File: src/rtl/fetch_pkg.sv
// Shared types and constants for the instruction prefetch stage.
// Provides address/word widths, fetch FSM state codes, the FIFO entry
// layout {pc, word} and a saturating 16-bit increment helper.
package fetch_pkg;

  localparam int ADDR_W = 16;
  localparam int WORD_W = 16;

  // Fetch FSM states. Kept as plain 2-bit constants so the debug port
  // carries the raw code.
  localparam logic [1:0] FS_RUN    = 2'd0;
  localparam logic [1:0] FS_HOLD   = 2'd1;
  localparam logic [1:0] FS_HALTED = 2'd2;

  typedef struct packed {
    logic [ADDR_W-1:0] pc;
    logic [WORD_W-1:0] word;
  } fetch_ent_t;

  function automatic logic [15:0] sat_inc16(input logic [15:0] v);
    return (v == 16'hFFFF) ? v : v + 16'd1;
  endfunction

endpackage

File: src/rtl/prefetch_fifo.sv
// Synchronous FIFO of {pc, word} entries with flush and occupancy count.
// Latency: a word pushed in cycle c is visible at the head in cycle c+1.
// Backpressure: the caller must not push when full; pop is ignored when empty.
// Ports: clk_i/rst_i (sync, active-high), flush_i empties the FIFO and wins
//        over push/pop, push_i/push_dat_i write, pop_i removes the head,
//        count_o occupancy, head_vld_o/head_dat_o registered head entry.
module prefetch_fifo
  import fetch_pkg::*;
#(
  parameter int DEPTH = 4,
  localparam int PTR_W = $clog2(DEPTH),
  localparam int CNT_W = $clog2(DEPTH) + 1
) (
  input  logic             clk_i,
  input  logic             rst_i,
  input  logic             flush_i,
  input  logic             push_i,
  input  fetch_ent_t       push_dat_i,
  input  logic             pop_i,
  output logic [CNT_W-1:0] count_o,
  output logic             head_vld_o,
  output fetch_ent_t       head_dat_o
);

  fetch_ent_t       mem_q [DEPTH];
  logic [PTR_W-1:0] wr_ptr_q;
  logic [PTR_W-1:0] rd_ptr_q;
  logic [CNT_W-1:0] count_q;
  logic             do_pop;

  assign do_pop = pop_i && (count_q != '0);

  // Storage is cleared on reset so the head reads as zero until the
  // first write lands.
  always_ff @(posedge clk_i) begin
    if (rst_i) begin
      wr_ptr_q <= '0;
      rd_ptr_q <= '0;
      count_q  <= '0;
      for (int i = 0; i < DEPTH; i++) begin
        mem_q[i] <= '0;
      end
    end else if (flush_i) begin
      wr_ptr_q <= '0;
      rd_ptr_q <= '0;
      count_q  <= '0;
    end else begin
      if (push_i) begin
        mem_q[wr_ptr_q] <= push_dat_i;
        wr_ptr_q        <= wr_ptr_q + PTR_W'(1);
      end
      if (do_pop) begin
        rd_ptr_q <= rd_ptr_q + PTR_W'(1);
      end
      case ({push_i, do_pop})
        2'b10:   count_q <= count_q + CNT_W'(1);
        2'b01:   count_q <= count_q - CNT_W'(1);
        default: count_q <= count_q;
      endcase
    end
  end

  assign count_o    = count_q;
  assign head_vld_o = (count_q != '0);
  assign head_dat_o = mem_q[rd_ptr_q];

endmodule

File: src/rtl/insn_prefetch.sv
// Instruction prefetch: issues sequential ROM reads ahead of the core and queues {pc, word}.
// Latency: ROM address registered, data one cycle later, FIFO head one cycle after that (3 cycles).
// Backpressure: reads issue only while FIFO occupancy plus the in-flight read leaves room.
// Ports: clock/reset (sync, active-high); address_rom/q_rom ROM read port;
//        insn_valid/insn_word/insn_pc/insn_ready head handshake to the core;
//        redirect/redirect_pc flush and restart; halt stops issuing (sticky);
//        fetch_state debug; stat_words/stat_flushes counters.
// Build option: define PREFETCH_STATS_EN to build the saturating counters;
//        otherwise both stat outputs read 16'h0000.
module insn_prefetch
  import fetch_pkg::*;
#(
  parameter int                DEPTH    = 4,
  parameter logic [ADDR_W-1:0] RESET_PC = 16'h0000
) (
  input  logic              clock,
  input  logic              reset,
  output logic [ADDR_W-1:0] address_rom,
  input  logic [WORD_W-1:0] q_rom,
  output logic              insn_valid,
  output logic [WORD_W-1:0] insn_word,
  output logic [ADDR_W-1:0] insn_pc,
  input  logic              insn_ready,
  input  logic              redirect,
  input  logic [ADDR_W-1:0] redirect_pc,
  input  logic              halt,
  output logic [1:0]        fetch_state,
  output logic [15:0]       stat_words,
  output logic [15:0]       stat_flushes
);

  localparam int               CNT_W   = $clog2(DEPTH) + 1;
  localparam logic [CNT_W:0]   DEPTH_C = (CNT_W + 1)'(DEPTH);

  logic [ADDR_W-1:0] fetch_pc_q, fetch_pc_d;
  logic [ADDR_W-1:0] pc_q, pc_d;
  logic              inflight_q, inflight_d;
  logic [1:0]        state_q, state_d;

  logic [CNT_W-1:0]  fifo_count;
  logic              credit;
  logic              issue;
  logic              push;
  fetch_ent_t        push_dat;
  fetch_ent_t        head_dat;

  // The in-flight read already owns a slot. A pop in the same cycle is not
  // counted, so the FIFO can never be asked to take more than DEPTH words.
  assign credit = ({1'b0, fifo_count} + {{CNT_W{1'b0}}, inflight_q}) < DEPTH_C;
  assign issue  = (state_q == FS_RUN) && credit && !halt;

  // A redirect kills the word returning this cycle.
  assign push     = inflight_q && !redirect;
  assign push_dat = '{pc: pc_q, word: q_rom};

  always_comb begin
    fetch_pc_d = fetch_pc_q;
    pc_d       = pc_q;
    inflight_d = 1'b0;
    state_d    = state_q;

    if (issue) begin
      pc_d       = fetch_pc_q;
      fetch_pc_d = fetch_pc_q + ADDR_W'(1);
      inflight_d = 1'b1;
    end

    case (state_q)
      FS_RUN: begin
        if (halt)         state_d = FS_HALTED;
        else if (!credit) state_d = FS_HOLD;
      end
      FS_HOLD: begin
        if (halt)        state_d = FS_HALTED;
        else if (credit) state_d = FS_RUN;
      end
      FS_HALTED: state_d = FS_HALTED;
      default:   state_d = FS_RUN;
    endcase

    // Redirect overrides everything except reset.
    if (redirect) begin
      fetch_pc_d = redirect_pc;
      inflight_d = 1'b0;
      state_d    = FS_RUN;
    end
  end

  always_ff @(posedge clock) begin
    if (reset) begin
      fetch_pc_q <= RESET_PC;
      pc_q       <= '0;
      inflight_q <= 1'b0;
      state_q    <= FS_RUN;
    end else begin
      fetch_pc_q <= fetch_pc_d;
      pc_q       <= pc_d;
      inflight_q <= inflight_d;
      state_q    <= state_d;
    end
  end

  prefetch_fifo #(
    .DEPTH (DEPTH)
  ) u_fifo (
    .clk_i      (clock),
    .rst_i      (reset),
    .flush_i    (redirect),
    .push_i     (push),
    .push_dat_i (push_dat),
    .pop_i      (insn_ready),
    .count_o    (fifo_count),
    .head_vld_o (insn_valid),
    .head_dat_o (head_dat)
  );

  assign address_rom = fetch_pc_q;
  assign insn_word   = head_dat.word;
  assign insn_pc     = head_dat.pc;
  assign fetch_state = state_q;

`ifdef PREFETCH_STATS_EN
  logic [15:0] stat_words_q;
  logic [15:0] stat_flushes_q;

  always_ff @(posedge clock) begin
    if (reset) begin
      stat_words_q   <= '0;
      stat_flushes_q <= '0;
    end else begin
      if (push) begin
        stat_words_q <= sat_inc16(stat_words_q);
      end
      // Only redirects that actually throw away a word are counted.
      if (redirect && (insn_valid || inflight_q)) begin
        stat_flushes_q <= sat_inc16(stat_flushes_q);
      end
    end
  end

  assign stat_words   = stat_words_q;
  assign stat_flushes = stat_flushes_q;
`else
  assign stat_words   = 16'h0000;
  assign stat_flushes = 16'h0000;
`endif

endmodule

File: config.mk
export PLATFORM = sky130hd
export DESIGN_NAME = insn_prefetch
export DESIGN_NICKNAME = d
export VERILOG_FILES = /design/src/rtl/fetch_pkg.sv /design/src/rtl/prefetch_fifo.sv /design/src/rtl/insn_prefetch.sv
export SDC_FILE = /design/constraint.sdc
export NUM_CORES = 1
export LEC_CHECK = 0
export BUFFER_PORTS_ARGS = -buffer_cell sky130_fd_sc_hd__buf_4
export CAP_MARGIN = 0
export CORE_MARGIN = 2
export CORE_UTILIZATION = 50
export CTS_CLUSTER_SIZE = 10
export DETAILED_ROUTE_END_ITERATION = 7
export GPL_TIMING_DRIVEN = 0
export PLACE_DENSITY = 0.75
export REMOVE_ABC_BUFFERS = 1
export SKIP_CTS_REPAIR_TIMING = 1
export SLEW_MARGIN = 20
export SYNTH_ARGS = -nofsm -noshare
export SYNTH_HDL_FRONTEND = slang
export SYNTH_SLANG_ARGS = --single-unit
File: constraint.sdc
create_clock -name clock -period 3.5 [get_ports clock]
set_input_delay 1.05 -clock clock [delete_from_list [all_inputs] [get_ports clock]]
set_output_delay 1.05 -clock clock [all_outputs]
set_load 0.1 [all_outputs]
# ---- Yosys cells after proc, flatten, opt, wreduce, memory -nomap -nowiden
# Memories as Yosys holds them, arrays and structs flattened. A register that Yosys moved wholly into a read port is not among the register bits.
# Index checks and enable logic that the tools add are counted.
dict set report op_classes {
  n_addsub 6
  order_cmp 1
  eq_ne 6
  mux 20
  n_reduce_logical 13
}
# cell count
set op_table {}
lappend op_table {{16-bit two-way mux} 2}
lappend op_table {{32-bit two-way mux} 1}
lappend op_table {{32-bit OR reduction} 1}
lappend op_table {{16-bit by 1-bit adder with 16-bit output (second input constant)} 1}
lappend op_table {{2-bit two-way mux} 7}
lappend op_table {{1-bit two-way mux} 8}
lappend op_table {{3-bit != test (second input constant)} 2}
lappend op_table {{2-bit one-hot mux with 3 select lines} 1}
lappend op_table {{3-bit one-hot mux with 2 select lines} 1}
lappend op_table {{2-bit by 1-bit adder with 2-bit output (second input constant)} 2}
lappend op_table {{3-bit by 1-bit adder with 4-bit output} 1}
lappend op_table {{2-bit by 1-bit == test with 1-bit output (second input constant)} 2}
lappend op_table {{2-bit == test (second input constant)} 2}
lappend op_table {{1-bit logical AND} 4}
lappend op_table {{4-bit by 3-bit < comparator with 1-bit output (second input constant)} 1}
lappend op_table {{2-bit nonzero test} 2}
lappend op_table {{3-bit by 1-bit adder with 3-bit output (second input constant)} 1}
lappend op_table {{3-bit nonzero test} 1}
lappend op_table {{3-bit by 1-bit subtractor with 3-bit output (second input constant)} 1}
lappend op_table {{1-bit zero test} 2}
lappend op_table {{2-bit zero test} 1}
lappend op_table {{2-bit AND reduction} 1}
lappend op_table {{2-bit OR reduction} 1}
dict set report totals {
  regBits 42
  ram_bits 128
  inputBits 37
  out_inout_bits 83
  word_cells 54
  n_memories 1
}
# name words width read_ports rd_ports_with_merged_regs wr line
set memory_table {}
lappend memory_table {u_fifo.mem_q 4 32 1 1 4 prefetch_fifo.sv:25} ;# fetch_ent_t mem_q [DEPTH];

# ---- Logic depth before layout (Yosys ltp)
# Gate-level depths: netlist of the first run.
dict set report depth {
  word_depth 8
  ltp_mapped 8
  depth_no_buf 8
}

# ---- By module
# From an unflattened synthesis of the first run, not the netlist that was laid out.
dict set report unflattened {
  cells_unflattened 578
  area_unflattened_um2 7714.9
}
# module n_inst cells_each area_per_inst_um2 seq_area_each_um2
set modules_own_cells {}
lappend modules_own_cells {prefetch_fifo 1 357 5933.2 4023.9}
lappend modules_own_cells {insn_prefetch 1 221 1781.7 700.7}

# ---- Worst setup path before layout of the first run
# Ideal clock, no wire load.
dict set report synth_path {
  kind {input -> register}
  from {input redirect}
  to {memory u_fifo.mem_q[1][0] (netlist bit), enable pin}
  arrival_time_ns 2.877
  t_required_ns 3.072
  path_slack_ns 0.195
  cell_stages 3
  n_path_buf 0
  path_cell_list {nor2b_1 -> inv_1 -> o21bai_1}
}
# item line
set synth_lines {}
lappend synth_lines {{start: declaration} insn_prefetch.sv:24} ;# input logic redirect,
lappend synth_lines {{end: declaration} prefetch_fifo.sv:25}

==> metrics.yaml, run 1 <==
status: "complete, no violations"
insertion_delay_ns: 0.43
cp.required_ns: 2.45
crit_fanout: 32
port_buffers: 87
clk_pin_slew_worst_paths_ns: 0.06
grt_pass1_wl_mm: 24.6
fp-row-count: 44
p_leak_nw: 3.50
clock-sinks: 172
syn_area_um2: 7570
relSlewSlack: 0.292
syn_avg_cell_area_um2: 12.4
peakVddDrop_mv: 0.371
antenna_found_initial: 0
synth_edf_count: 128
grt-ovfl-total: 0
fillerInstances: 1143
synthArstFlopShare: 0
ys_warn_count: 0
root_buffer: "clkbuf_16"
synth_largest_type_area_fraction: 0.508
clockBufferDepth: 2
path_class: "flop to primary output"
finalCoreUtilization: 0.609
fin_crit_sh: 0.900
viasPerCell: 5.37
netlist_instances: 610
final_layout_size_suffix_gt1_frac: 0.237
drtAntennaViolNets: 0
wl_per_cell_um: 17.5
start_util: 0.517
post-synth-top-count-cell: "edfxtp_1"
core_um2: 14600
start_kind: "flop"
synth_cell_type_count: 43
drc_errors: 0
fmax_mhz: 317
area_growth_pct: 17.7
slew_viol_final: 0
dp_cells: 856
rsz0062_at_grt: "no"
nNetsFinal: 731
gp_congestion: 0.832
dr_total_vias: 4772
worstPathArrival_ns: 2.10
dr.first_iter.drc_count: 388
grt_pass1_vias: 4772
track_usage: 0.202
worstMarginPinSlew_ns: 1.06
grt_start_max_net_pins: 40
setup_viol: 0
tritoncts: "done"
end_kind: "primary output"
reg2reg_setup_slack_ns: 0.80
boundaryPins: 120
h-tree-depth: 4
cp_cell_sequence: "mux4_2 -> buf_4"
wirelength_mm: 15.6
pwr_density_cell_nw_per_um2: 521
cts-buffers-inserted: 17
hold_violations: 0
die_area_um2: 16100
yosys-top-cells-count: "128 x edfxtp_1, 96 x nor2_1, 71 x nand2_1"
critPathMaxStageDelay_ns: 0.77
die_x_um: 127
ys_seq_elements: 172
fp.dieH_um: 127
hp-class: "flop to flop"
dp_hpwl_mm: 9.91
synth_area_leaders: "edfxtp_1 51%, dfxtp_1 12%, mux4_2 9.5%, nor2_1 4.8%, nand2_1 3.5%"
finClkSkew_ns: 0.00772
period_needed_ns: 3.15
ys_seq_area_frac: 0.624
cap_violations: 0
drt_first_pass_iters: 5
synth_ff_type: "edfxtp_1"
stdcell_count: 888
critPathSlowestCell: "dfxtp_4"
antenna_cells: 0
tns_ns: 0
synth_top_cell_by_area: "edfxtp_1"
report_power, final:
part	internal, mW	switching (mW)	leakage (nW)
logic	0.127	0.510	1.58
clock network	0.959	0.734	0.247
registers	2.27	0.0466	1.68
total	3.35	1.29	3.50
flip-flops by register name, summed over array words and instances (netlist names), named ones only:
signal	flops
u_fifo.mem_q	128
address_rom	16
pc_q	16
u_fifo.count_o	3
fetch_state	2
u_fifo.rd_ptr_q	2
u_fifo.wr_ptr_q	2
inflight_q	1
final timing paths:
path / start / cells after the start / to
max: flop / 2 / insn_pc[5]
min: pc_q[5] / 2 / pc_q[5]
min reg2reg: pc_q[5] / 2 / pc_q[5]
max reg2reg: inflight_q / 4 / u_fifo.mem_q[2][6]
per-layer routing:
layer | vias up | global-route usage | wire (um)
li1 | 2257 | - | -
met1 | 2334 | 0.261 | 6610
met2 | 164 | 0.340 | 7860
met3 | 17 | 0.0436 | 904
met4 | 0 | 0.0711 | 205
met5 | - | 0 | 0
cell type report:
type                            count  area [um^2]  area share
Tap cell                          184          230      0.0258
Sequential cell                   172         4730       0.531
Clock buffer                       21          440      0.0494
Clock inverter                     11         77.6     0.00871
Inverter                           40          150      0.0168
Timing Repair Buffer               93          795      0.0892
Multi-Input combinational cell    367         2490       0.279
logic make-up after synthesis:
| logic type | after synthesis | share of synthesized area |
|---|---|---|
| DFF | 172 | 0.624 |
| adders and majority gates | 3 | 0.00595 |
| other | 1 | 0.000495 |
| muxes | 33 | 0.0965 |
| and+or+nand+nor | 239 | 0.146 |
| buffers and inverters | 102 | 0.0676 |
| AOI/OAI and AO/OA | 47 | 0.0440 |
| xor gates and xnor gates | 13 | 0.0150 |
cells in the final DEF (no fill, tap or decap), types with 8 or more instances in the layout:
master     count
buf_4         87
nand2_1       71
inv_1         40
clkbuf_16     17
a21oi_1       18
a311oi_1       8
dfxtp_1       42
mux4_2        32
and2_1        29
edfxtp_1     128
conb_1        32
nor2_1        95
worst max-delay path, delay by kind of cell (launching register included):
family | cells | cell delay [ns]
buf+inv | 1 | 0.26
flops | 1 | 0.77
mux | 1 | 0.63
through the flow:
stage | worst slack (ns) | hold slack, ns | cell area (um^2) | total power [mW]
2_1_floorplan | 0.0731 | 0.431 | 7320 | 2.84
3_3_place_gp | -1.29 | 0.455 | 8210 | 2.97
3_5_place_dp | 0.0124 | 0.458 | 8390 | 2.99
4_1_cts | 0.263 | 0.469 | 8910 | 4.66
5_1_grt | 0.222 | 0.492 | 8910 | 4.77
6_report | 0.350 | 0.469 | 8910 | 4.64
(Power assumes the default switching activity.)
==> run 2: changes to the inputs <==
--- a/config.mk
+++ b/config.mk
@@ -8,10 +8,12 @@
 export BUFFER_PORTS_ARGS = -buffer_cell sky130_fd_sc_hd__buf_4
 export CAP_MARGIN = 0
+export CELL_PAD_IN_SITES_DETAIL_PLACEMENT = 0
+export CELL_PAD_IN_SITES_GLOBAL_PLACEMENT = 1
 export CORE_MARGIN = 2
-export CORE_UTILIZATION = 50
+export CORE_UTILIZATION = 41
 export CTS_CLUSTER_SIZE = 10
 export DETAILED_ROUTE_END_ITERATION = 7
 export GPL_TIMING_DRIVEN = 0
-export PLACE_DENSITY = 0.75
+export PLACE_DENSITY = 0.76
 export REMOVE_ABC_BUFFERS = 1
 export SKIP_CTS_REPAIR_TIMING = 1
==> constraint.sdc (replaced) <==
create_clock -name clock -period 3.5 [get_ports clock]
set_input_delay 0.35 -clock clock [delete_from_list [all_inputs] [get_ports clock]]
set_output_delay 0.35 -clock clock [all_outputs]
set_load 0.1 [all_outputs]
==> run 2 against run 1 <==
  * Core utilization shrank 11 points
  * Non-clock buffer count stayed put
  * Clock-buffer cell count is the same
  * Sequential share of layout area is 0.41 points lower
  * Clock skew grew 0.0035 ns
  * Register-to-register slack got worse by 0.06 ns
  * Sequential cell count did not move
  * Largest power group unchanged
==> metrics.yaml, run 2 (synthesis results as in run 1) <==
hold_violations: 0  # unchanged
period_needed_ns: 2.76  # -0.385 ns
dr.first_iter.drc_count: 255  # -34%
start_kind: "flop"
rsz0062_at_grt: "no"
grt_pass1_vias: 4863  # +1.9%
layout.cells.most_common: "edfxtp_1"
critPathMaxStageDelay_ns: 0.84  # +0.07 ns
r2r_cells: 4  # unchanged
port_buffers: 87  # unchanged
gp_congestion: 0.830  # -0.25%
core_um2: 18000  # +23%
hold_depth: 2  # unchanged
nNetsFinal: 731  # unchanged
finClkSkew_ns: 0.0112  # +0.00347 ns
tns_ns: 0  # unchanged
largest_register_ffs: 128  # unchanged
fp.dieH_um: 140  # +10%
grt_start_max_net_pins: 40  # unchanged
drtAntennaViolNets: 0  # unchanged
end_kind: "flop"
slew_viol_final: 0  # unchanged
area_growth_pct: 18.6
regArea_um2: 4730  # unchanged
path_class: "flop to flop"
clock-sinks: 172  # unchanged
drt_first_pass_iters: 5  # unchanged
clockBufferDepth: 2  # unchanged
p_leak_nw: 3.51  # +0.28%
cp.required_ns: 3.54  # +1.09 ns
critPathSlowestCell: "or2_2"
regMostFlops: "u_fifo.mem_q"
fillerInstances: 1608  # +41%
grt-ovfl-total: 0  # unchanged
status: "complete, no violations"
hp-class: "input pin to flop"
wirelength_mm: 15.7  # +1.0%
boundaryPins: 120  # unchanged
cts-buffers-inserted: 17  # unchanged
track_usage: 0.168  # -0.0339
fp-row-count: 49  # +11%
multi_input_area_um2: 2490  # unchanged
crit_fanout: 32  # unchanged
drc_errors: 0  # unchanged
root_buffer: "clkbuf_16"
grt_pass1_wl_mm: 25.4  # +3.0%
fmax_mhz: 362  # +14%
viasPerCell: 5.06  # -5.8%
antenna_found_initial: 0  # unchanged
h-tree-depth: 4  # unchanged
cap_violations: 0  # unchanged
clk_pin_slew_worst_paths_ns: 0.06  # about the same
die_x_um: 140  # +10%
worstPathArrival_ns: 2.80  # +0.70 ns
worstMarginPinSlew_ns: 1.06  # -0.00218 ns
die_area_um2: 19600  # +21%
insertion_delay_ns: 0.42  # about the same
antenna_cells: 0  # unchanged
pwr_density_cell_nw_per_um2: 519  # -0.32%
start_util: 0.420  # -0.0970
fin_crit_sh: 0.790  # -0.110
final_cell_mix: "128 x edfxtp_1, 95 x nor2_1, 87 x buf_4"
dr_total_vias: 4724  # -1.0%
final_layout_size_suffix_gt1_frac: 0.241  # +0.00426
setup_viol: 0  # unchanged
dp_hpwl_mm: 9.97  # +0.60%
peakVddDrop_mv: 0.327  # -12%
cp_cell_sequence: "nor2b_1 -> inv_1 -> nor3_4 -> or2_2"
wl_per_cell_um: 16.9  # -3.8%
hold_ws_ns: 0.136  # -0.332 ns
relSlewSlack: 0.293  # +0.00146
tritoncts: "done"
==> run 2: cell type report <==
class,count,share of cell area
Sequential cell,172,0.527
Multi-Input combinational cell,367,0.277
Clock buffer,21,0.0490
Clock inverter,11,0.0106
Timing Repair Buffer,93,0.0880
Inverter,40,0.0167
Tap cell,229,0.0319
==> run 2: path summary, 6_finish.rpt <==
check                                 from                   to  slack [ns]
worst min-delay path                  halt       fetch_state[0]        0.14
worst max register to register  inflight_q  u_fifo.mem_q[2][28]        0.74
worst min register to register     pc_q[5]              pc_q[5]        0.47
worst max-delay path            inflight_q  u_fifo.mem_q[2][28]        0.74
==> run 2: metal layers <==
metal | vias up | part of all wire | track usage
li1 | 2249 | - | -
met1 | 2272 | 0.44 | 0.230
met2 | 194 | 0.47 | 0.268
met3 | 9 | 0.083 | 0.0416
met4 | 0 | 0.0084 | 0.0463
met5 | - | 0 | 0
==> run 2: worst max-delay path: cells and delay by family (launching register included) <==
family | cells | cell delay, ns
buf+inv | 1 | 0.24
flops | 1 | 0.44
simple gates | 3 | 1.68
==> run 2: power breakdown <==
part / switching, mW / internal [mW] / total, mW / leakage, nW
Sequential: 0.0465 / 2.26 / 2.31 / 1.68
Combinational: 0.510 / 0.126 / 0.636 / 1.58
Clock: 0.742 / 0.975 / 1.72 / 0.259
==> run 2: per-stage QoR <==
stage	util	std cells	setup WS (ns)	total power, mW	area, um^2
global placement	0.458	895	-1.46	2.98	8260
finish	0.498	933	0.735	4.66	8980
detailed placement	0.469	901	0.662	2.99	8450
global route	0.498	933	0.493	4.82	8980
floorplan	-	579	0.523	2.84	7320
CTS	0.498	933	0.677	4.70	8980
